--- config.mk ---
export PLATFORM = sky130hd
export DESIGN_NAME = uart_byte_fifo_flat
export DESIGN_NICKNAME = d
export VERILOG_FILES = /design/src/rtl/uart_byte_fifo_if.sv /design/src/rtl/uart_byte_fifo.sv /design/src/flat_wrapper.sv
export SDC_FILE = /design/constraint.sdc
export NUM_CORES = 1
export LEC_CHECK = 0
export CELL_PAD_IN_SITES_DETAIL_PLACEMENT = 0
export CELL_PAD_IN_SITES_GLOBAL_PLACEMENT = 1
export CORE_MARGIN = 2
export CORE_UTILIZATION = 55
export CTS_CLUSTER_SIZE = 24
export DETAILED_ROUTE_END_ITERATION = 8
export GPL_ROUTABILITY_DRIVEN = 1
export GPL_TIMING_DRIVEN = 0
export PLACE_DENSITY_LB_ADDON = 0.1
export SYNTH_ARGS = -nofsm -noshare
export SYNTH_HDL_FRONTEND = slang
export SYNTH_SLANG_ARGS = --single-unit
--- constraint.sdc ---
create_clock -name clk -period 7.7 [get_ports clk]
set_input_delay 1.54 -clock clk [delete_from_list [all_inputs] [get_ports clk]]
set_output_delay 1.54 -clock clk [all_outputs]
set_load 0.01 [all_outputs]
--- src/rtl/uart_byte_fifo_if.sv ---
// uart_byte_fifo_if
//   Handshake bundle between a uart_byte_fifo and the logic that fills or
//   drains it (UART RX/TX side or the memory command controller).
//
//   master modport : the producer/consumer side (drives wr_en, din, rd_en)
//   slave modport  : the FIFO itself (drives full, dout, empty, count)
//
//   Signals:
//     wr_en   enqueue request
//     din     write data, WIDTH bits
//     full    no free entry
//     rd_en   dequeue request
//     dout    registered read data, WIDTH bits
//     empty   no stored entry
//     count   occupancy 0..DEPTH, PTR_W+1 bits
//   With UART_BYTE_FIFO_ERR_FLAGS_EN defined, two extra signals are carried:
//     overflow   sticky: a write was attempted while full
//     underflow  sticky: a read was attempted while empty
interface uart_byte_fifo_if #(
    parameter int WIDTH = 8,
    parameter int DEPTH = 32
);
    localparam int PTR_W = $clog2(DEPTH);

    logic             wr_en;
    logic [WIDTH-1:0] din;
    logic             full;
    logic             rd_en;
    logic [WIDTH-1:0] dout;
    logic             empty;
    logic [PTR_W:0]   count;
`ifdef UART_BYTE_FIFO_ERR_FLAGS_EN
    logic             overflow;
    logic             underflow;

    modport master (
        output wr_en, din, rd_en,
        input  full, dout, empty, count, overflow, underflow
    );

    modport slave (
        input  wr_en, din, rd_en,
        output full, dout, empty, count, overflow, underflow
    );
`else
    modport master (
        output wr_en, din, rd_en,
        input  full, dout, empty, count
    );

    modport slave (
        input  wr_en, din, rd_en,
        output full, dout, empty, count
    );
`endif
endinterface

--- src/rtl/uart_byte_fifo.sv ---
// uart_byte_fifo
//   Single-clock byte FIFO used as the UART RX and TX queues around the
//   memory command controller. Read data is registered (one cycle after an
//   accepted rd_en); full/empty/count are decoded from a registered
//   occupancy counter, so there is no combinational path from the requests
//   to the flags.
//
//   Ports:
//     clk   clock, rising edge
//     rst   synchronous active-high reset (clears pointers, count, dout)
//     bus   uart_byte_fifo_if.slave: wr_en/din/full, rd_en/dout/empty, count
//
//   Optional: define UART_BYTE_FIFO_ERR_FLAGS_EN to add sticky overflow and
//   underflow flags on the interface. They do not affect the data path.
module uart_byte_fifo #(
    parameter int WIDTH = 8,
    parameter int DEPTH = 32
) (
    input  logic                  clk,
    input  logic                  rst,
    uart_byte_fifo_if.slave       bus
);
    localparam int PTR_W = $clog2(DEPTH);
    localparam logic [PTR_W:0] CNT_FULL = (PTR_W+1)'(DEPTH);

    logic [WIDTH-1:0] mem [DEPTH];
    logic [PTR_W-1:0] wptr;
    logic [PTR_W-1:0] rptr;
    logic [PTR_W:0]   cnt;
    logic [WIDTH-1:0] dout_q;
    logic             full_w;
    logic             empty_w;
    logic             we_ok;
    logic             re_ok;

    assign full_w  = (cnt == CNT_FULL);
    assign empty_w = (cnt == '0);

    // Both accepts look at the pre-edge flags: a write into a full FIFO is
    // dropped even when a read frees a slot on the same edge, and a read of
    // an empty FIFO never falls through to the word being written.
    assign we_ok = bus.wr_en && !full_w;
    assign re_ok = bus.rd_en && !empty_w;

    // Storage is not reset; only the pointers define what is valid.
    always_ff @(posedge clk) begin
        if (!rst && we_ok) begin
            mem[wptr] <= bus.din;
        end
    end

    always_ff @(posedge clk) begin
        if (rst) begin
            wptr   <= '0;
            rptr   <= '0;
            cnt    <= '0;
            dout_q <= '0;
        end else begin
            if (we_ok) begin
                wptr <= wptr + PTR_W'(1);
            end
            if (re_ok) begin
                rptr   <= rptr + PTR_W'(1);
                dout_q <= mem[rptr];
            end
            case ({we_ok, re_ok})
                2'b10:   cnt <= cnt + (PTR_W+1)'(1);
                2'b01:   cnt <= cnt - (PTR_W+1)'(1);
                default: cnt <= cnt;
            endcase
        end
    end

    assign bus.full  = full_w;
    assign bus.empty = empty_w;
    assign bus.count = cnt;
    assign bus.dout  = dout_q;

`ifdef UART_BYTE_FIFO_ERR_FLAGS_EN
    logic ovf_q;
    logic unf_q;

    always_ff @(posedge clk) begin
        if (rst) begin
            ovf_q <= 1'b0;
            unf_q <= 1'b0;
        end else begin
            if (bus.wr_en && full_w) begin
                ovf_q <= 1'b1;
            end
            if (bus.rd_en && empty_w) begin
                unf_q <= 1'b1;
            end
        end
    end

    assign bus.overflow  = ovf_q;
    assign bus.underflow = unf_q;
`endif
endmodule

--- src/flat_wrapper.sv ---
// flat-port wrapper written by rule: the top's interface ports become plain ports
module uart_byte_fifo_flat 
#(
    parameter int WIDTH = 8,
    parameter int DEPTH = 32
)
  (clk, rst, bus_wr_en, bus_din, bus_rd_en, bus_full, bus_dout, bus_empty, bus_count);
  uart_byte_fifo_if #(.WIDTH(WIDTH), .DEPTH(DEPTH)) bus_i ();
  input  logic clk;
  input  logic rst;
  input wire logic [$bits(bus_i.wr_en)-1:0] bus_wr_en;
  input wire logic [$bits(bus_i.din)-1:0] bus_din;
  input wire logic [$bits(bus_i.rd_en)-1:0] bus_rd_en;
  output wire logic [$bits(bus_i.full)-1:0] bus_full;
  output wire logic [$bits(bus_i.dout)-1:0] bus_dout;
  output wire logic [$bits(bus_i.empty)-1:0] bus_empty;
  output wire logic [$bits(bus_i.count)-1:0] bus_count;
  assign bus_i.wr_en = bus_wr_en;
  assign bus_i.din = bus_din;
  assign bus_i.rd_en = bus_rd_en;
  assign bus_full = bus_i.full;
  assign bus_dout = bus_i.dout;
  assign bus_empty = bus_i.empty;
  assign bus_count = bus_i.count;
  uart_byte_fifo #(.WIDTH(WIDTH), .DEPTH(DEPTH)) u_core (.clk(clk), .rst(rst), .bus(bus_i));
endmodule
==> results of run 1 <==
worst max path at each step:
stage | startpoint | endpoint | depth (start not counted)
CTS | u_core.bus.count[1] | bus_full | 4
floorplan | bus_wr_en | u_core.bus.count[4] | 9
global placement | bus_rd_en | u_core.bus.count[4] | 11
finish | u_core.bus.count[1] | bus_full | 4
global route | u_core.bus.count[1] | bus_full | 4
detailed placement | bus_wr_en | u_core.bus.count[4] | 10
kinds of logic (layout without fill, tap and decap cells):
group	count (synthesis)	in the layout	synth area share
DFF	280	280	0.737
buffers and inverters	41	120	0.0197
xor gates and xnor gates	11	11	0.00870
AOI/OAI and AO/OA	75	75	0.0502
and+or+nand+nor	96	96	0.0398
adders and majority gates	11	11	0.0131
muxes	82	82	0.131
worst max-delay path: cells and delay by family (launching register included):
family                 cells  cell delay, ns
and+or+nand+nor            3            0.85
DFF                        1            0.36
buffers and inverters      1            0.54
power groups by stage:
stage / registers (mW) / clock network, mW / logic (mW)
5_1_grt: 1.75 / 1.35 / 0.757
3_3_place_gp: 1.77 / 0 / 0.695
2_1_floorplan: 1.78 / 0 / 0.455
6_report: 1.74 / 1.28 / 0.703
3_5_place_dp: 1.77 / 0 / 0.707
4_1_cts: 1.74 / 1.29 / 0.711
cell usage in the layout, fill, tap and decap left out, drive strengths merged, types with 3 or more instances in the layout:
master | netlist | routed
edfxtp | 256 | 256
clkbuf | 15 | 55
nor2 | 53 | 53
mux4 | 49 | 49
mux2i | 32 | 32
clkdlybuf4s50 | 0 | 27
dfxtp | 24 | 24
a21oi | 21 | 21
nand2 | 16 | 16
buf | 16 | 16
a22o | 14 | 14
clkinv | 0 | 11
inv | 10 | 10
ha | 10 | 10
o221ai | 8 | 8
a22oi | 8 | 8
a2111oi | 8 | 8
o22ai | 7 | 7
xor2 | 6 | 6
xnor2 | 5 | 5
nor2b | 5 | 5
nand4 | 5 | 5
nand3b | 4 | 4
or3b | 3 | 3
nor3 | 3 | 3
state kept, by name, summed over array words and instances, names as in the netlist:
signal / cells
u_core.wptr: 5
u_core.rptr: 5
u_core.bus.count: 6
u_core.mem: 256
u_core.bus.dout: 8
per-layer routing:
metal	routed length, um	part of all wire	GRT usage	vias to the layer above
li1	-	-	-	2519
met1	10100	0.44	0.322	2884
met2	11000	0.48	0.350	161
met3	1220	0.053	0.0270	34
met4	605	0.026	0.0667	0
met5	0	0	0	-
final cells by class:
class / count / area [um^2]
repair buffers: 27 / 270
fillers: 1402 / 7050
plain buffers: 31 / 180
clock inverters: 12 / 81.3
multi-input cells: 275 / 2690
well taps: 265 / 332
inverters: 10 / 37.5
flip-flops and latches: 280 / 8170
clock buffers: 40 / 777
per-stage QoR:
step / hold WS, ns / std cells / power (mW) / utilization / setup WS (ns)
floorplan: 0.481 / 596 / 2.23 / - / 4.24
global placement: 0.466 / 888 / 2.47 / 0.596 / 3.55
detailed placement: 0.466 / 888 / 2.48 / 0.596 / 3.52
CTS: 0.484 / 940 / 3.75 / 0.640 / 3.83
global route: 0.503 / 940 / 3.86 / 0.640 / 3.76
finish: 0.481 / 940 / 3.72 / 0.640 / 3.87
==> reports/results.tsv, run 1 <==
metric	value	unit
postSynthAreaPerCell	18.6	um^2
routabilityCongestion	0.790	
r2r_start	u_core.bus.count[1]	
finalWorstPathRequiredPeriod	3.83	ns
io_buffer_count	27	
synth_edf_count	256	
final.setup.tns	0	ns
ff2ff_setup_slack	4.50	ns
synth_ff_type	edfxtp_1	
synth.yosys.warnings	0	
clock_path_buffers	3	
vias_in_the_first_global_route	5763	
endpoint_kind	primary output	
synth_top_cell_by_area	edfxtp_1	
clock_tree.htree_level_count	1	
post-cts-setup-buffer-count	0	
detailedRoute.firstPassIterationCount	4	
grt_first_pass_wirelength	34800	um
share_of_yosys_cell_area_claimed_by_the_top_area_cell_type	0.694	
fmax	261	MHz
clock_network_fraction_of_design_power	0.343	
postLayoutCellArea	12500	um^2
maxSlewHeadroom	0.0887	
initial_utilization	0.565	
cts.hold.buffers_added	0	
routed_wire_per_std_cell	24.4	um
synth_top_cells_by_area	edfxtp_1 (69%), mux4_2 (8.9%), dfxtp_1 (4.3%)	
grt-ovfl-total	0	
synth_cell_type_count	44	
p_int	2.77	mW
tritoncts	done	
timing_max_transition_violations_final	0	
slowest_stage	or4_1	
final_hold_violation_count	0	
floorplan.die.height	146	um
power.share.combinational	0.189	
drc	0	
cts_resized	0	
worst_path_largest_cell_delay	0.57	ns
power.net_switching	0.949	mW
area_added_between_synthesis_and_finish	13.2	%
endpoint_of_the_lowest_slack_register_to_register_path	u_core.bus.count[4]	
std_cell_rows	51	
cts-buffers-inserted	29	
vias_per_cell	5.96	
irDropWorstVdd	239	uV
postRouteAntennaNets	0	
ys_ff_latch	280	
via_count	5598	
postSynthCellCount	596	
static_leakage_power	3.92	nW
hold_path.startpoint	u_core.bus.dout[1]	
max_cap_violations	0	
detailedPlacementHpwl	14700	um
worst_hold_path.endpoint	u_core.bus.dout[1]	
timing.hold.worst_path_depth	1	
crit_path_cell_trace	or4_1 -> nand2b_1 -> nor2_1 -> clkdlybuf4s50_1	
post-synth-top-count-cell	edfxtp_1	
drive_gt1_frac	0.150	
groute.usage.overall	0.219	
worst_r2r_path_depth	11	
floorplan.io_pins	28	
count_of_inserted_antenna_diode_cells	0	
required	6.16	ns
worst_setup_hold_path_clk_slew	0.06	ns
detailedRoute.firstIterationViolations	383	
post_synth_instance_area	11100	um^2
die_area	21300	um^2
holdCritPathClass	flip-flop to flip-flop	
synth_async_sr_flop_share	0	
final_min_period_over_clock_period	0.497	
synth.net_count	619	
die_width	146	um
run_status	finished clean	
drt_wl_total	22900	um
cts_root_buffer	clkbuf_16	
setup.worst_path.start_class	flip-flop	
placement.cell_area	11700	um^2
seq_power_share	0.468	
yosysSeqAreaShare	0.737	
area_inside_the_core_boundary	19600	um^2
grt_max_degree	33	
crit_path_max_fanout	5	
worst_slew_pin_slew	1.36	ns
final_nets	677	
final-setup-viol-count	0	
unrepaired_setup_endpoints_after_global_routing	false	
clk_latency	0.54	ns
worstPathArrival	2.29	ns
antenna_violations_before_repair	0	
cts_num_sinks	280	
power-per-cell-area	297	nW/um^2
timing_worst_setup_path_type	flip-flop to primary output	
switching_share	0.255	
synth.cells.most_frequent	edfxtp_1 (256), nor2_1 (52), mux4_2 (44)	
skew	0.00951	ns
(Power assumes the default switching activity.)
==> inputs of run 2 (changes only) <==
CORE_UTILIZATION = 48   (was 55)
clock period = 3.39 ns   (was 7.7 ns; I/O delays follow)
==> reports/results.tsv, run 2 (synthesized netlist as in run 1, its figures left out) <==
metric	value	unit
setup.worst_path.start_class	flip-flop	
power	8.70	mW
timing_max_transition_violations_final	0	
area_inside_the_core_boundary	22600	um^2
routabilityCongestion	0.741	
clk_latency	0.54	ns
holdCritPathClass	flip-flop to flip-flop	
layout_common_cells	edfxtp_1 (256), nor2_1 (52), mux4_2 (44)	
detailedPlacementHpwl	15100	um
finish.utilization	0.559	
worstPathArrival	3.65	ns
maxSlewHeadroom	0.129	
max_cap_violations	0	
power.share.combinational	0.186	
grt_max_degree	33	
final_min_period_over_clock_period	0.953	
final.setup.tns	0	ns
clock_path_buffers	3	
cts.hold.buffers_added	0	
area_added_between_synthesis_and_finish	14.2	%
worst_setup_hold_path_clk_slew	0.06	ns
antenna_violations_before_repair	0	
worst_path_largest_cell_delay	0.86	ns
std_cell_rows	55	
floorplan.die.height	156	um
placed_cells	908	
vias_in_the_first_global_route	5738	
finalWorstPathRequiredPeriod	3.23	ns
io_buffer_count	27	
drc	0	
postRouteAntennaNets	0	
skew	0.00864	ns
routed_wire_per_std_cell	24.5	um
cts_resized	0	
final_common_cell	edfxtp_1	
drt_wl_total	23600	um
fmax	310	MHz
tritoncts	done	
worst_slew_pin_slew	1.30	ns
grt_first_pass_wirelength	35300	um
cts-buffers-inserted	29	
run_status	finished clean	
slowest_stage	a2111oi_1	
detailedRoute.firstIterationViolations	514	
endpoint_kind	flip-flop	
timing_worst_setup_path_type	flip-flop to flip-flop	
unrepaired_setup_endpoints_after_global_routing	false	
static_leakage_power	3.97	nW
die_area	24300	um^2
power.net_switching	2.20	mW
floorplan.io_pins	28	
detailedRoute.firstPassIterationCount	4	
die_width	156	um
grt-ovfl-total	0	
layout.cells.non_filler	962	
count_of_inserted_antenna_diode_cells	0	
p_int	6.50	mW
final_hold_violation_count	0	
switching_share	0.253	
drive_gt1_frac	0.162	
initial_utilization	0.489	
critical-path-top-cell-by-count	a22o_1	
cts_num_sinks	280	
crit_path_cell_trace	clkbuf_1 -> mux4_2 -> a22o_1 -> a2111oi_1 -> a21oi_1 -> a22o_1	
via_count	5568	
required	3.82	ns
final_nets	677	
final-setup-viol-count	0	
clock_network_fraction_of_design_power	0.359	
seq_power_share	0.455	
power-per-cell-area	688	nW/um^2
clock_tree.htree_level_count	1	
largest_reg_flops	256	
cts_root_buffer	clkbuf_16	
vias_per_cell	5.79	
irDropWorstVdd	496	uV
post-cts-setup-buffer-count	0	
top_register	u_core.mem	
groute.usage.overall	0.199	
crit_path_max_fanout	10	
-- run 2: cell types whose count changed in the layout (fill, tap and decap cells not counted), sizes merged --
cell           delta
clkbuf            -1
inv               +1
bufinv            +2
clkdlybuf4s50     -1
buf               +1
-- run 2: path summary, 6_finish.rpt --
kind,startpoint,end,slack (ns),depth (start not counted)
setup / recovery,u_core.rptr[1],u_core.bus.dout[3],0.16,6
hold / removal,u_core.bus.dout[6],u_core.bus.dout[6],0.47,1
setup reg to reg,u_core.rptr[1],u_core.bus.dout[3],0.16,6
hold reg to reg,u_core.bus.dout[6],u_core.bus.dout[6],0.47,1
-- run 2: final cells by class --
| class | count | area [um^2] |
|---|---|---|
| inverter | 10 | 37.5 |
| buffer | 31 | 180 |
| clock buffer | 39 | 793 |
| sequential | 280 | 8170 |
| fill | 1727 | 9990 |
| timing repair buffer | 27 | 265 |
| multi-input combinational | 275 | 2690 |
| tap | 285 | 357 |
| clock inverter | 15 | 156 |
-- run 2: critical path, delay by kind of cell (launching register included) --
kind / cells / cell delay [ns]
flops: 1 / 0.63
mux: 1 / 0.42
buf+inv: 1 / 0.61
compound gates: 4 / 1.45
-- run 2: stage by stage --
stage | setup slack [ns] | cell area, um^2 | hold slack [ns]
after floorplan | 0.450 | 11100 | 0.481
final | 0.161 | 12700 | 0.470
after detailed placement | 0.00542 | 11700 | 0.459
after global placement | 0.0618 | 11700 | 0.455
after global routing | 0.0506 | 12700 | 0.494
after CTS | 0.107 | 12700 | 0.472
-- run 2: layer usage --
layer / GRT usage / vias to the layer above / share of wire
met4: 0.0660 / 0 / 0.029
met2: 0.324 / 149 / 0.48
met3: 0.0247 / 47 / 0.046
met1: 0.282 / 2848 / 0.44
met5: 0 / - / 0
li1: - / 2524 / -
-- run 2: power groups by stage --
stage | clock, mW | sequential [mW] | combinational, mW
finish | 3.13 | 3.96 | 1.62
global route | 3.32 | 3.97 | 1.74
CTS | 3.19 | 3.96 | 1.63
detailed placement | 0 | 4.03 | 1.62
global placement | 0 | 4.02 | 1.59
floorplan | 0 | 4.04 | 1.03
==> inputs of run 3 (changes only) <==
SKIP_LAST_GASP = 1   (was not set)
==> results of run 3 <==
Same layout as run 2: the final DEF is identical, and so are final timing and power.
